<file path="config.mk">
export PLATFORM = sky130hd
export DESIGN_NAME = adder_lin_ctrl
export DESIGN_NICKNAME = d
export VERILOG_FILES = /design/src/rtl/adder_lin_ctrl.sv
export SDC_FILE = /design/constraint.sdc
export NUM_CORES = 1
export LEC_CHECK = 0
export CAP_MARGIN = 20
export CORE_ASPECT_RATIO = 1.25
export CORE_MARGIN = 2
export CORE_UTILIZATION = 44
export DETAILED_ROUTE_END_ITERATION = 10
export PLACE_DENSITY = 0.75
export SYNTH_ARGS = -nofsm -noshare
export SYNTH_HDL_FRONTEND = slang
export SYNTH_SLANG_ARGS = --single-unit
</file>
<file path="constraint.sdc">
create_clock -name clk -period 2.4 [get_ports clk]
set_clock_uncertainty 0.1 [all_clocks]
set_input_delay 0.48 -clock clk [delete_from_list [all_inputs] [get_ports clk]]
set_output_delay 0.48 -clock clk [all_outputs]
set_load 0.02 [all_outputs]
</file>
<file path="src/rtl/adder_lin_ctrl.sv">
// Sequencing controller for the 8-operand ripple adder: gathers a frame of operands,
// launches them, waits out the multicycle settle time and hands the captured sum downstream.
module adder_lin_ctrl #(
   parameter int WIDTH         = 7,
   parameter int NUM_OPS       = 8,
   parameter int SETTLE_CYCLES = 3
) (
   input  logic             clk,
   input  logic             rst,
   input  logic             in_valid,
   output logic             in_ready,
   input  logic [WIDTH-1:0] in_data,
   input  logic             in_last,
   input  logic             in_ci,
   output logic [WIDTH-1:0] op_a,
   output logic [WIDTH-1:0] op_b,
   output logic [WIDTH-1:0] op_c,
   output logic [WIDTH-1:0] op_d,
   output logic [WIDTH-1:0] op_e,
   output logic [WIDTH-1:0] op_f,
   output logic [WIDTH-1:0] op_g,
   output logic [WIDTH-1:0] op_h,
   output logic             adder_ci,
   input  logic [WIDTH-1:0] adder_s,
   input  logic             adder_co,
   output logic             out_valid,
   input  logic             out_ready,
   output logic [WIDTH-1:0] out_sum,
   output logic             out_co,
   output logic             busy
);

   localparam int IDXW = $clog2(NUM_OPS);
   localparam logic [IDXW-1:0] LAST_IDX    = IDXW'(NUM_OPS - 1);
   localparam logic [3:0]      SETTLE_INIT = 4'(SETTLE_CYCLES - 1);

   typedef enum logic [1:0] {
      COLLECT,
      SETTLE,
      HOLD
   } state_t;

   state_t           state;
   logic [IDXW-1:0]  idx;
   logic [3:0]       count;
   logic [WIDTH-1:0] ops [NUM_OPS];

   // Handshake flags depend on the state register alone, so no input reaches them combinationally.
   assign in_ready = (state == COLLECT);
   assign busy     = (state == SETTLE) || (state == HOLD);

   assign op_a = ops[0];
   assign op_b = ops[1];
   assign op_c = ops[2];
   assign op_d = ops[3];
   assign op_e = ops[4];
   assign op_f = ops[5];
   assign op_g = ops[6];
   assign op_h = ops[7];

   // Slots are cleared on every handshake so a short frame leaves the unused adder inputs at zero.
   always_ff @(posedge clk or posedge rst) begin
      if (rst) begin
         state     <= COLLECT;
         idx       <= '0;
         count     <= '0;
         adder_ci  <= 1'b0;
         out_valid <= 1'b0;
         out_sum   <= '0;
         out_co    <= 1'b0;
         for (int i = 0; i < NUM_OPS; i++) begin
            ops[i] <= '0;
         end
      end else begin
         case (state)
            COLLECT: begin
               if (in_valid) begin
                  ops[idx] <= in_data;
                  if (idx == LAST_IDX || in_last) begin
                     adder_ci <= in_ci;
                     count    <= SETTLE_INIT;
                     state    <= SETTLE;
                  end else begin
                     idx <= idx + 1'b1;
                  end
               end
            end
            // The ripple chain is a multicycle path; only sample it once the count runs out.
            SETTLE: begin
               if (count == 4'd0) begin
                  out_sum   <= adder_s;
                  out_co    <= adder_co;
                  out_valid <= 1'b1;
                  state     <= HOLD;
               end else begin
                  count <= count - 4'd1;
               end
            end
            HOLD: begin
               if (out_ready) begin
                  out_valid <= 1'b0;
                  adder_ci  <= 1'b0;
                  idx       <= '0;
                  state     <= COLLECT;
                  for (int i = 0; i < NUM_OPS; i++) begin
                     ops[i] <= '0;
                  end
               end
            end
            default: begin
               state <= COLLECT;
            end
         endcase
      end
   end

endmodule

</file>
After elaboration in Yosys (flattened, before gate mapping)
Cells that the tools add are included.

storage, ports and cells
  flip-flop bits (word level) = 75
  input port bits = 21
  output and inout bits = 68
  word-level logic and storage cells = 69

operators by class
  $add $sub $neg = 2
  order comparisons = 2
  equal/unequal tests = 9
  mux-type cells = 25
  bitwise operators = 1
  reductions and logical operators = 15

operators by type and width
  kind                 count
  $mux 56              2
  $pmux 56 s2          1
  $bwmux 56            1
  $demux 7 s3          1
  $reduce_and 4->1     4
  $mux 4               3
  $mux 3               3
  $mux 2               4
  $ne 2x2->1 const B   4
  $pmux 4 s2           1
  $mux 7               1
  $pmux 2 s3           1
  $pmux 3 s2           1
  $reduce_and 3->1     2
  $reduce_bool 2->1    3
  $ge 4x4->1 const B   1
  $logic_not 4->1      1
  $lt 4x1->1 const B   1
  $mux 1               4
  $ne 2x1->1 const B   2
  $not 3->4            1
  $pmux 1 s2           2
  $sub 4x1->4 const B  1
  $add 3x1->3 const B  1
  7 further kinds      8

Depth between registers and ports, before layout
  word-level depth = 8
  gate-level depth with buffers = 10
  depth with buffers taken out = 6

Worst setup path before layout
Ideal clock, no wire load.

  kind = flip-flop to flip-flop
  start point = reg state[0]
  end point = reg adder_ci
  library setup time = 0.125 ns
  data arrival time = 1.926 ns
  required time = 2.175 ns
  path slack = 0.249 ns
  cell stages (with the launch flop) = 8
  buffers on the path = 1
  clock period less this slack = 2.151 ns
  cell sequence = dfrtp_1 inv_1 ha_1 mux2i_4 or2_1 buf_6 a21oi_2 mux2_4

between the ends
  longest elaborated chain between the ends = 3
  elaborated cells on any way between the ends = 8
  those cells by class = 4 x eq/ne; 1 x mux; 3 x reduce/logical

RTL lines
  element                                                    RTL line  RTL
  from (decl)                                                43        state_t state;
  from (signal assigned)                                     64        state <= COLLECT;
  from (signal assigned)                                     82        state <= SETTLE;
  from (signal assigned)                                     94        state <= HOLD;
  $logic_not 2->1 (*)                                        --
  net in_ready                                               11        output logic in_ready,
  $ne 2x1->1 (no source line), or another cell as far along  --
  $reduce_and 4->1 (no source line)                          --
  to (signal assigned)                                       80        adder_ci <= in_ci;
  to (decl)                                                  23        output logic adder_ci,

Mark *: on every way through the listed nets, which the timed path passes. The rest lies on a longest branch.
A chain may end at the register's enable or synchronous reset.

Worst setup path after layout
  start point = reg state[1]
  end point = out busy

between the ends
  longest elaborated chain between the ends = 2
  elaborated cells on any way between the ends = 3
  those cells by class = 2 x eq/ne; 1 x reduce/logical

RTL lines
  element                                          RTL line  RTL
  $eq 2x1->1 / $eq 2x2->1 (equally long branches)  50        assign busy = (state == SETTLE) || (state == HOLD);
  $logic_or 1x1->1 (*)                             50
  to (decl)                                        30        output logic busy

Every way passes the cells marked *; elsewhere a longest branch is shown, timed or not.

==> reports/metrics.yaml <==
power:
  peakVddDrop_v: 0.000704
  p_leak_nw: 2.06
  p_per_area_mw_per_mm2: 1450
yosys:
  synth_fp_nets: 332
  synth_area_leader_cell: "dfrtp_1"
  synth_ff_type: "dfrtp_1"
  ys_warn_count: 0
  synth_area_mm2: 0.00353
  ys_types: 44
  synth-edff-count: 0
  ys_ff_latch: 75
  synth.yosys.seq_area_share_pct: 53.2
  synth_cells: 304
  synth.top_cell.area_share_pct: 53.2
  syn_avg_cell_area_um2: 11.6
  synth_area_leaders: "dfrtp_1, a22oi_1, a22o_1"
  async_reset_ff_share_pct: 100
routing:
  initialDrtViolationCount: 167
  num_vias: 2886
  wire_per_inst_um: 18.1
  avgViaCountPerCell: 5.71
  routed_wirelength_mm: 9.13
  remaining_drc_errors: 0
  dr.pass1.iters: 4
  drtAntennaViolNets: 0
grt:
  grt_pass1_vias: 3000
  grt-busiest-layer: "met2"
  grt_max_degree: 76
  grt_use_met2_pct: 36.5
  grt_usage_pct: 21.8
  use_met1_pct: 27.4
  antenna_found_initial: 0
  gr-total-overflow: 0
  met3_usage_pct: 4.21
  grt_pass1_wl_mm: 15.2
sta:
  setup_ws_ps: 67.2
  hold_ws_ps: 401
  setup_viol: 0
  hold_viol_final: 0
  period_share_pct: 97.2
  fmax_mhz: 429
  rsz0062_at_grt: "no"
  period_minus_slack_ps: 2330
  tns_ps: 0
  drv_slew: 0
  relSlewSlack_pct: 65.5
  worstMarginPinSlew_ps: 515
place:
  dp_hpwl_mm: 6.34
  place_area_mm2: 0.00459
  gp_congestion: 0.784
  numPortBuffers: 88
  post-place-ws_ps: 167
critical_path:
  endpoint_kind: "output pin"
  worst_ep_required_time_ps: 1820
  critPathLaunchType: "register"
  path_class: "reg2out"
  arrival_ps: 1750
  critPathMaxFanout: 3
cts:
  cts_sinks: 75
  cts_buffers: 9
  clock_path_buffers: 2
  cts_root_buf: "clkbuf_8"
  clock_latency_ps: 350
  path_clk_slew_ps: 80
  postCtsSetupRepairBufs: 0
  cts_tree: "yes"
  cts_htree_levels: 3
floorplanning:
  io_pins: 89
  die_y_um: 104
  dieArea_mm2: 0.00876
  coreArea_mm2: 0.00779
  start_util_pct: 45.3
  die_w_um: 84.1
  std_cell_rows: 36
worst_hold_path:
  hold_class: "reg2reg"
run:
  maxCapViolations: 0
finish:
  area_growth_pct: 37.3
  finalInstanceArea_mm2: 0.00485
  diodes: 0
  drive_gt1_share_pct: 20.0
  nNetsFinal: 433
status:
  status: "completed"
-- final timing paths --
| check | startpoint | endpoint | slack [ps] | cells after the start |
|---|---|---|---|---|
| max | state[1]$_DFFE_PP0P_ | busy | 70 | 3 |
| max reg2reg | idx[1]$_DFFE_PP0P_ | idx[2]$_DFFE_PP0P_ | 330 | 6 |
| min in group asynchronous | rst | op_c[5]$_DFFE_PP0P_ | 460 | 3 |
| min | op_h[4]$_DFFE_PP0P_ | op_h[4]$_DFFE_PP0P_ | 400 | 1 |
| max in group asynchronous | rst | op_e[0]$_DFFE_PP0P_ | 1390 | 3 |
| min reg2reg | op_h[4]$_DFFE_PP0P_ | op_h[4]$_DFFE_PP0P_ | 400 | 1 |
-- kinds of logic after synthesis --
family          count (synthesis)  share of synthesized area, %
mux                            13                          4.57
fa+ha+maj                       7                          2.48
simple gates                   75                          12.7
compound gates                108                          22.9
buf+inv                        26                          4.22
flops                          75                          53.2
-- registers in the layout (all words and copies together), names as in the netlist --
name and flops:
op_f 7, op_d 7, op_a 7, op_e 7, op_b 7, adder_ci 1, count 4, state 2
out_co 1, op_c 7, op_g 7, idx 3, op_h 7, out_valid 1, out_sum 7
-- metal layers --
metal  part of all wire, %  vias to the layer above  routed length, um
li1                      -                     1326                  -
met1                    42                     1461               3830
met2                    52                       87               4730
met3                   4.7                       12                433
met4                   1.5                        0                139
met5                     0                        -                  0
-- synth_stat cells, drive strengths merged (7+ instances only) --
library cell	instances
a22o	20
a22oi	29
a32o	9
buf	14
dfrtp	75
ha	7
inv	8
mux2	12
nand2	32
nor2	7
nor2b	11
nor3	8
o21ai	36
-- per-stage QoR --
stage               power (W)  instances  util (%)
finish                0.00701        505      62.2
global route          0.00743        505      62.2
CTS                   0.00704        505      62.2
detailed placement    0.00578        489      58.8
global placement      0.00567        489      58.8
floorplan             0.00443        304         -
-- final cells by class --
class	count	area [um^2]
Fill cell	618	2950
Sequential cell	75	1880
Multi-Input combinational cell	203	1520
Timing Repair Buffer	108	1040
Clock buffer	12	165
Tap cell	95	119
Clock inverter	4	95.1
Inverter	8	33.8
-- cells in the final DEF (no fill, tap or decap), types with 4 or more instances in the layout --
master	instances
nand2_2	10
clkbuf_8	12
mux2_2	11
ha_1	5
nor3_1	4
a21oi_1	4
o21ai_2	11
a21o_1	5
nand2_1	22
buf_4	19
nor2b_1	11
a22oi_1	29
clkdlybuf4s50_1	87
o21ai_0	24
nor2_1	6
dfrtp_1	75
a32o_1	9
a22o_1	20
inv_1	7
-- critical path: stages, from the launching register on --
cell and delay, ps:
dfrtp_1 390, inv_1 90, ha_2 330, clkdlybuf4s50_1 590
-- timing repair --
| action | 4_1_cts | 5_1_grt |
|---|---|---|
| resized for setup | 2 | 0 |
| hold buffers | 0 | 0 |
| setup endpoints to repair | 1 | 0 |
| hold endpoints to repair | 0 | 0 |
-- power by group --
| part | leakage, nW | switching [W] | internal [W] |
|---|---|---|---|
| clock network | 0.133 | 0.000469 | 0.000774 |
| logic | 1.08 | 0.00186 | 0.00176 |
| registers | 0.849 | 0.000394 | 0.00176 |
(Power assumes the default switching activity.)
==> RTL change 1, RTL diff (config.mk and constraints unchanged) <==
`WIDTH`: 7 -> 14.
--- a/src/rtl/adder_lin_ctrl.sv
+++ b/src/rtl/adder_lin_ctrl.sv
@@ -3,3 +3,3 @@
 module adder_lin_ctrl #(
-   parameter int WIDTH         = 7,
+   parameter int WIDTH         = 14,
    parameter int NUM_OPS       = 8,
Interface: changed (11 resized); port bits go from 89 to 166. The function was not compared with the original's and may differ.
==> RTL change 1 against the unedited design <==
Setup slack better by 0.10 ns; largest cell class unchanged; maximum frequency up 4.7%; synthesized area up 74%; cell area up 82%; sequential cell count up 63; count of clock-buffer cells in the layout up 6; wire length up 110%; total power up 98%; critical endpoint is now op_f[13]$_DFFE_PP0P_; synthesized cell count up 75%; via count up 87%; non-clock buffer count up 101; final cell count up 77%; sequential power up 82%.
==> RTL change 1: results (changes against the unedited design) <==
<table>
<tr><th>Metric</th><th>Value</th></tr>
<tr><th colspan="2">Status</th></tr>
<tr><td>Outcome</td><td>finished, final reports clean (unchanged)</td></tr>
<tr><th colspan="2">Power</th></tr>
<tr><td>Cell leakage power</td><td>3.91 nW (was 2.06 nW)</td></tr>
<tr><td>Sw Share</td><td>39.2% (was 38.8%)</td></tr>
<tr><td>Maximum ir drop on the vdd rail</td><td>0.000903 V (was 0.000704 V)</td></tr>
<tr><th colspan="2">Route</th></tr>
<tr><td>1st-iter DRT viols</td><td>501 (was 167)</td></tr>
<tr><td>Total number of vias</td><td>5402 (was 2886)</td></tr>
<tr><th colspan="2">GRT</th></tr>
<tr><td>Via count of the first global-routing pass</td><td>5500 (was 3000)</td></tr>
<tr><td>Wire length of the first global-routing pass</td><td>29800 um (was 15200 um)</td></tr>
<tr><th colspan="2">Yosys</th></tr>
<tr><td>Biggest area contributors in the synthesized netlist</td><td>dfrtp_1, a22o_1, mux2_2, o21ai_0, o311ai_0 (was dfrtp_1, a22oi_1, a22o_1, mux2_2, o21ai_0)</td></tr>
<tr><td>Sequential element share of the synthesized area</td><td>56.2% (was 53.2%)</td></tr>
<tr><td>Synthesized net count</td><td>573 (was 332)</td></tr>
<tr><td>Post-synth cell types</td><td>45 (was 44)</td></tr>
<tr><th colspan="2">STA</th></tr>
<tr><td>Max-slew headroom</td><td>44.3% (was 65.5%)</td></tr>
<tr><td>Worst Hold Margin</td><td>0.360 ns (was 0.401 ns)</td></tr>
<tr><th colspan="2">CTS</th></tr>
<tr><td>Clk root buf</td><td>clkbuf_16 (was clkbuf_8)</td></tr>
<tr><th colspan="2">Worst setup path</th></tr>
<tr><td>Arrival time worst endpoint</td><td>2.43 ns (was 1.75 ns)</td></tr>
<tr><td>Largest fanout of any net on the critical path</td><td>14 (was 3)</td></tr>
<tr><th colspan="2">Place</th></tr>
<tr><td>Final RePlAce weighted congestion</td><td>0.842 (was 0.784)</td></tr>
<tr><th colspan="2">Final layout</th></tr>
<tr><td>Number of nets in the layout</td><td>749 (was 433)</td></tr>
<tr><th colspan="2">Worst hold path</th></tr>
<tr><td>Worst Hold Class</td><td>in -&gt; async (was reg -&gt; reg)</td></tr>
</table>
RTL change 1: cell types whose count changed after synthesis, moves of 18 or more:
cell      before  now
a22o_1        20   66
a22oi_1       29    0
clkbuf_1       4   24
dfrtp_1       75  138
nand3_1        2   29
o211ai_1       1   19
o21ai_0       24   43
o311ai_0       1   22
RTL change 1: how the worst max path moves through the flow:
| stage | end | startpoint | cells after the start | slack [ns] |
|---|---|---|---|---|
| after CTS | op_f[13]$_DFFE_PP0P_ | state[0]$_DFFE_PP0P_ | 5 | 0.16 |
| final | op_f[13]$_DFFE_PP0P_ | state[0]$_DFFE_PP0P_ | 5 | 0.17 |
| after global routing | op_f[13]$_DFFE_PP0P_ | state[0]$_DFFE_PP0P_ | 5 | 0.05 |
| after floorplan | adder_ci$_DFFE_PP0P_ | rst | 1 | 0.1 |
| after global placement | idx[1]$_DFFE_PP0P_ | in_valid | 4 | 0.09 |
| after detailed placement | idx[1]$_DFFE_PP0P_ | in_valid | 4 | 0.02 |
RTL change 1: logic make-up after synthesis:
logic type / synth area share, %
AOI/OAI and AO/OA: 21.9
and+or+nand+nor: 11.0
muxes: 3.99
DFF: 56.2
buffers and inverters: 5.60
adders and majority gates: 1.42
RTL change 1: layout make-up:
class,instances,area (um2)
repair buffers,209,2030
inverters,22,86.3
multi-input cells,319,2380
clock buffers,18,439
flip-flops and latches,138,3450
clock inverters,12,221
well taps,175,219
fillers,1068,4920
RTL change 1: power groups by stage:
stage                     logic [mW]  clock network [mW]  registers (mW)
final                           7.03                2.97            3.91
after global routing            7.55                3.10            4.00
after CTS                       7.03                2.99            3.90
after detailed placement        6.99                   0            3.91
after global placement          6.75                   0            3.88
after floorplan                 3.22                   0            4.74
RTL change 1: critical path, cell delays in order, from the launching register on:
cell     delay, ns
dfrtp_1       0.40
inv_1         0.11
ha_1          0.28
mux2_2        0.48
and3_1        0.38
a221o_1       0.36
RTL change 1: stage by stage:
stage | instances | worst slack, ns | instance area [um2] | power (mW)
5_1_grt | 893 | 0.0539 | 8830 | 14.7
3_5_place_dp | 863 | 0.0224 | 8170 | 10.9
4_1_cts | 893 | 0.163 | 8830 | 13.9
2_1_floorplan | 531 | 0.0989 | 6150 | 7.96
6_report | 893 | 0.172 | 8830 | 13.9
3_3_place_gp | 863 | 0.0913 | 8170 | 10.6
RTL change 1: per-layer routing:
metal  global-route usage, %  part of all wire (%)  up-vias
met5                       0                     0        -
met4                    12.4                   4.0        0
met2                    40.9                    48      275
met3                    8.34                   8.4       58
li1                        -                     -     2368
met1                    33.5                    39     2701
==> RTL change 2, RTL diff (same flow settings) <==
Made on the original files. Re-encode `state_t` (3 states) as one-hot, 3 bits wide.
--- a/src/rtl/adder_lin_ctrl.sv
+++ b/src/rtl/adder_lin_ctrl.sv
@@ -36,6 +36,6 @@
 
-   typedef enum logic [1:0] {
-      COLLECT,
-      SETTLE,
-      HOLD
+   typedef enum logic [2:0] {
+      COLLECT = 3'b001,
+      SETTLE  = 3'b010,
+      HOLD    = 3'b100
    } state_t;
Function: no difference found for any inputs over 10 cycles, from zero or initial values and one cycle with rst high; not proved beyond that.
==> RTL change 2 against the unedited design <==
Die area fell by 9.2%; sequential cell count grew 1; combinational power is 16% lower; setup slack better by 0.13 ns; synthesized area down 9.6%; cell area shrank 8.9%; critical path depth unchanged; total power is 11% lower; register-to-register slack gained 0.16 ns; wire length shrank 20%; critical path type unchanged; largest power group unchanged; highest routed layer unchanged.
==> RTL change 2: results (changes against the unedited design) <==
<table>
<tr><th>Metric</th><th>Value</th></tr>
<tr><th colspan="2">Final layout</th></tr>
<tr><td>Comb_multi_in</td><td>135 (was 203)</td></tr>
<tr><td>Layout cells sized above 1</td><td>18.6% (was 20.0%)</td></tr>
<tr><td>CLK BUF</td><td>10 (was 12)</td></tr>
<tr><td>Sequential cell area</td><td>0.00190 mm2 (was 0.00188 mm2)</td></tr>
<tr><td>Area added between synthesis and finish</td><td>38.4% (was 37.3%)</td></tr>
<tr><td>Signal buf overhead</td><td>22.2% (was 21.5%)</td></tr>
<tr><td>Number of nets in the layout</td><td>354 (was 433)</td></tr>
<tr><td>Post-Layout Cell Count</td><td>424 (was 505)</td></tr>
<tr><td>Clk cell area share</td><td>4.36% (was 5.37%)</td></tr>
<tr><th colspan="2">Power</th></tr>
<tr><td>Switch Pwr</td><td>2.31 mW (was 2.72 mW)</td></tr>
<tr><td>Maximum ir drop on the vdd rail</td><td>0.000723 V (was 0.000704 V)</td></tr>
<tr><th colspan="2">Place</th></tr>
<tr><td>Total cell area at the placement stage</td><td>0.00423 mm2 (was 0.00459 mm2)</td></tr>
<tr><td>Post-placement cell count</td><td>408 (was 489)</td></tr>
<tr><th colspan="2">GRT</th></tr>
<tr><td>Met2 routing resource usage after global routing</td><td>32.2% (was 36.5%)</td></tr>
<tr><td>Via count of the first global-routing pass</td><td>2422 (was 3000)</td></tr>
<tr><td>Wire length of the first global-routing pass</td><td>12400 um (was 15200 um)</td></tr>
<tr><td>Global-route total usage across every layer</td><td>20.2% (was 21.8%)</td></tr>
<tr><th colspan="2">Yosys</th></tr>
<tr><td>List of most frequent post-synthesis cells</td><td>dfrtp_1, a22o_1, mux2_2 (was dfrtp_1, a22oi_1, o21ai_0)</td></tr>
<tr><td>Biggest area contributors in the synthesized netlist</td><td>dfrtp_1, a22o_1, mux2_2, o22ai_2, nor3b_1 (was dfrtp_1, a22oi_1, a22o_1, mux2_2, o21ai_0)</td></tr>
<tr><td>Synthesized flop and latch total</td><td>76 (was 75)</td></tr>
<tr><th colspan="2">Worst setup path</th></tr>
<tr><td>Max stage delay cell, worst path</td><td>dfstp_2 (was clkdlybuf4s50_1)</td></tr>
<tr><td>Critical register-to-register path endpoint</td><td>idx[0]$_DFFE_PP0P_ (was idx[2]$_DFFE_PP0P_)</td></tr>
<tr><th colspan="2">Route</th></tr>
<tr><td>Detailed-route wire length on metal 1</td><td>3070 um (was 3830 um)</td></tr>
<tr><th colspan="2">Worst hold path</th></tr>
<tr><td>Worst min-delay path startpoint</td><td>op_b[3]$_DFFE_PP0P_ (was op_h[4]$_DFFE_PP0P_)</td></tr>
<tr><th colspan="2">Status</th></tr>
<tr><td>Outcome</td><td>finished, final reports clean (unchanged)</td></tr>
</table>
## RTL change 2: cell count changes after synthesis, moves of 5 or more
cell     delta
o22ai_2     +8
o21ai_0    -22
a21o_1      -5
a22oi_1    -29
buf_1       +7
nor2b_1    -10
nand2_1    -20
o21ai_2    -11
a32o_1      -9
a22o_1     +36
nand2_2     -9
nor3b_1     +6
## RTL change 2: how the worst max path moves through the flow
| stage | start | endpoint | slack, ns |
|---|---|---|---|
| 2_1_floorplan | state[2]$_DFFE_PP0P_ | busy | 0.63 |
| 3_3_place_gp | out_ready | idx[0]$_DFFE_PP0P_ | 0.22 |
| 3_5_place_dp | out_ready | idx[0]$_DFFE_PP0P_ | 0.18 |
| 4_1_cts | state[0]$_DFFE_PP1P_ | busy | 0.17 |
| 5_1_grt | state[0]$_DFFE_PP1P_ | busy | 0.09 |
| 6_report | state[0]$_DFFE_PP1P_ | busy | 0.19 |
## RTL change 2: stage by stage
step | setup slack (ns) | hold slack (ns)
floorplan | 0.634 | 0.366
global placement | 0.218 | 0.388
detailed placement | 0.181 | 0.392
CTS | 0.168 | 0.410
global route | 0.0917 | 0.424
finish | 0.193 | 0.406
## RTL change 2: logic make-up after synthesis
logic type	share of synthesized area (%)
AOI/OAI and AO/OA	21.2
adders and majority gates	1.57
buffers and inverters	3.02
DFF	59.7
muxes	4.51
and+or+nand+nor	10.0
## RTL change 2: worst max-delay path, delay by kind of cell, from the launching register on
family / cells / cell delay, ns
buffers and inverters: 1 / 0.32
flip-flops: 1 / 0.61
AND/OR/NAND/NOR: 2 / 0.36
## RTL change 2: what timing repair did
| item | in CTS | in global routing |
|---|---|---|
| gates resized for setup | 2 | 0 |
| setup buffers | 0 | 0 |
| setup endpoints to repair | 2 | 0 |
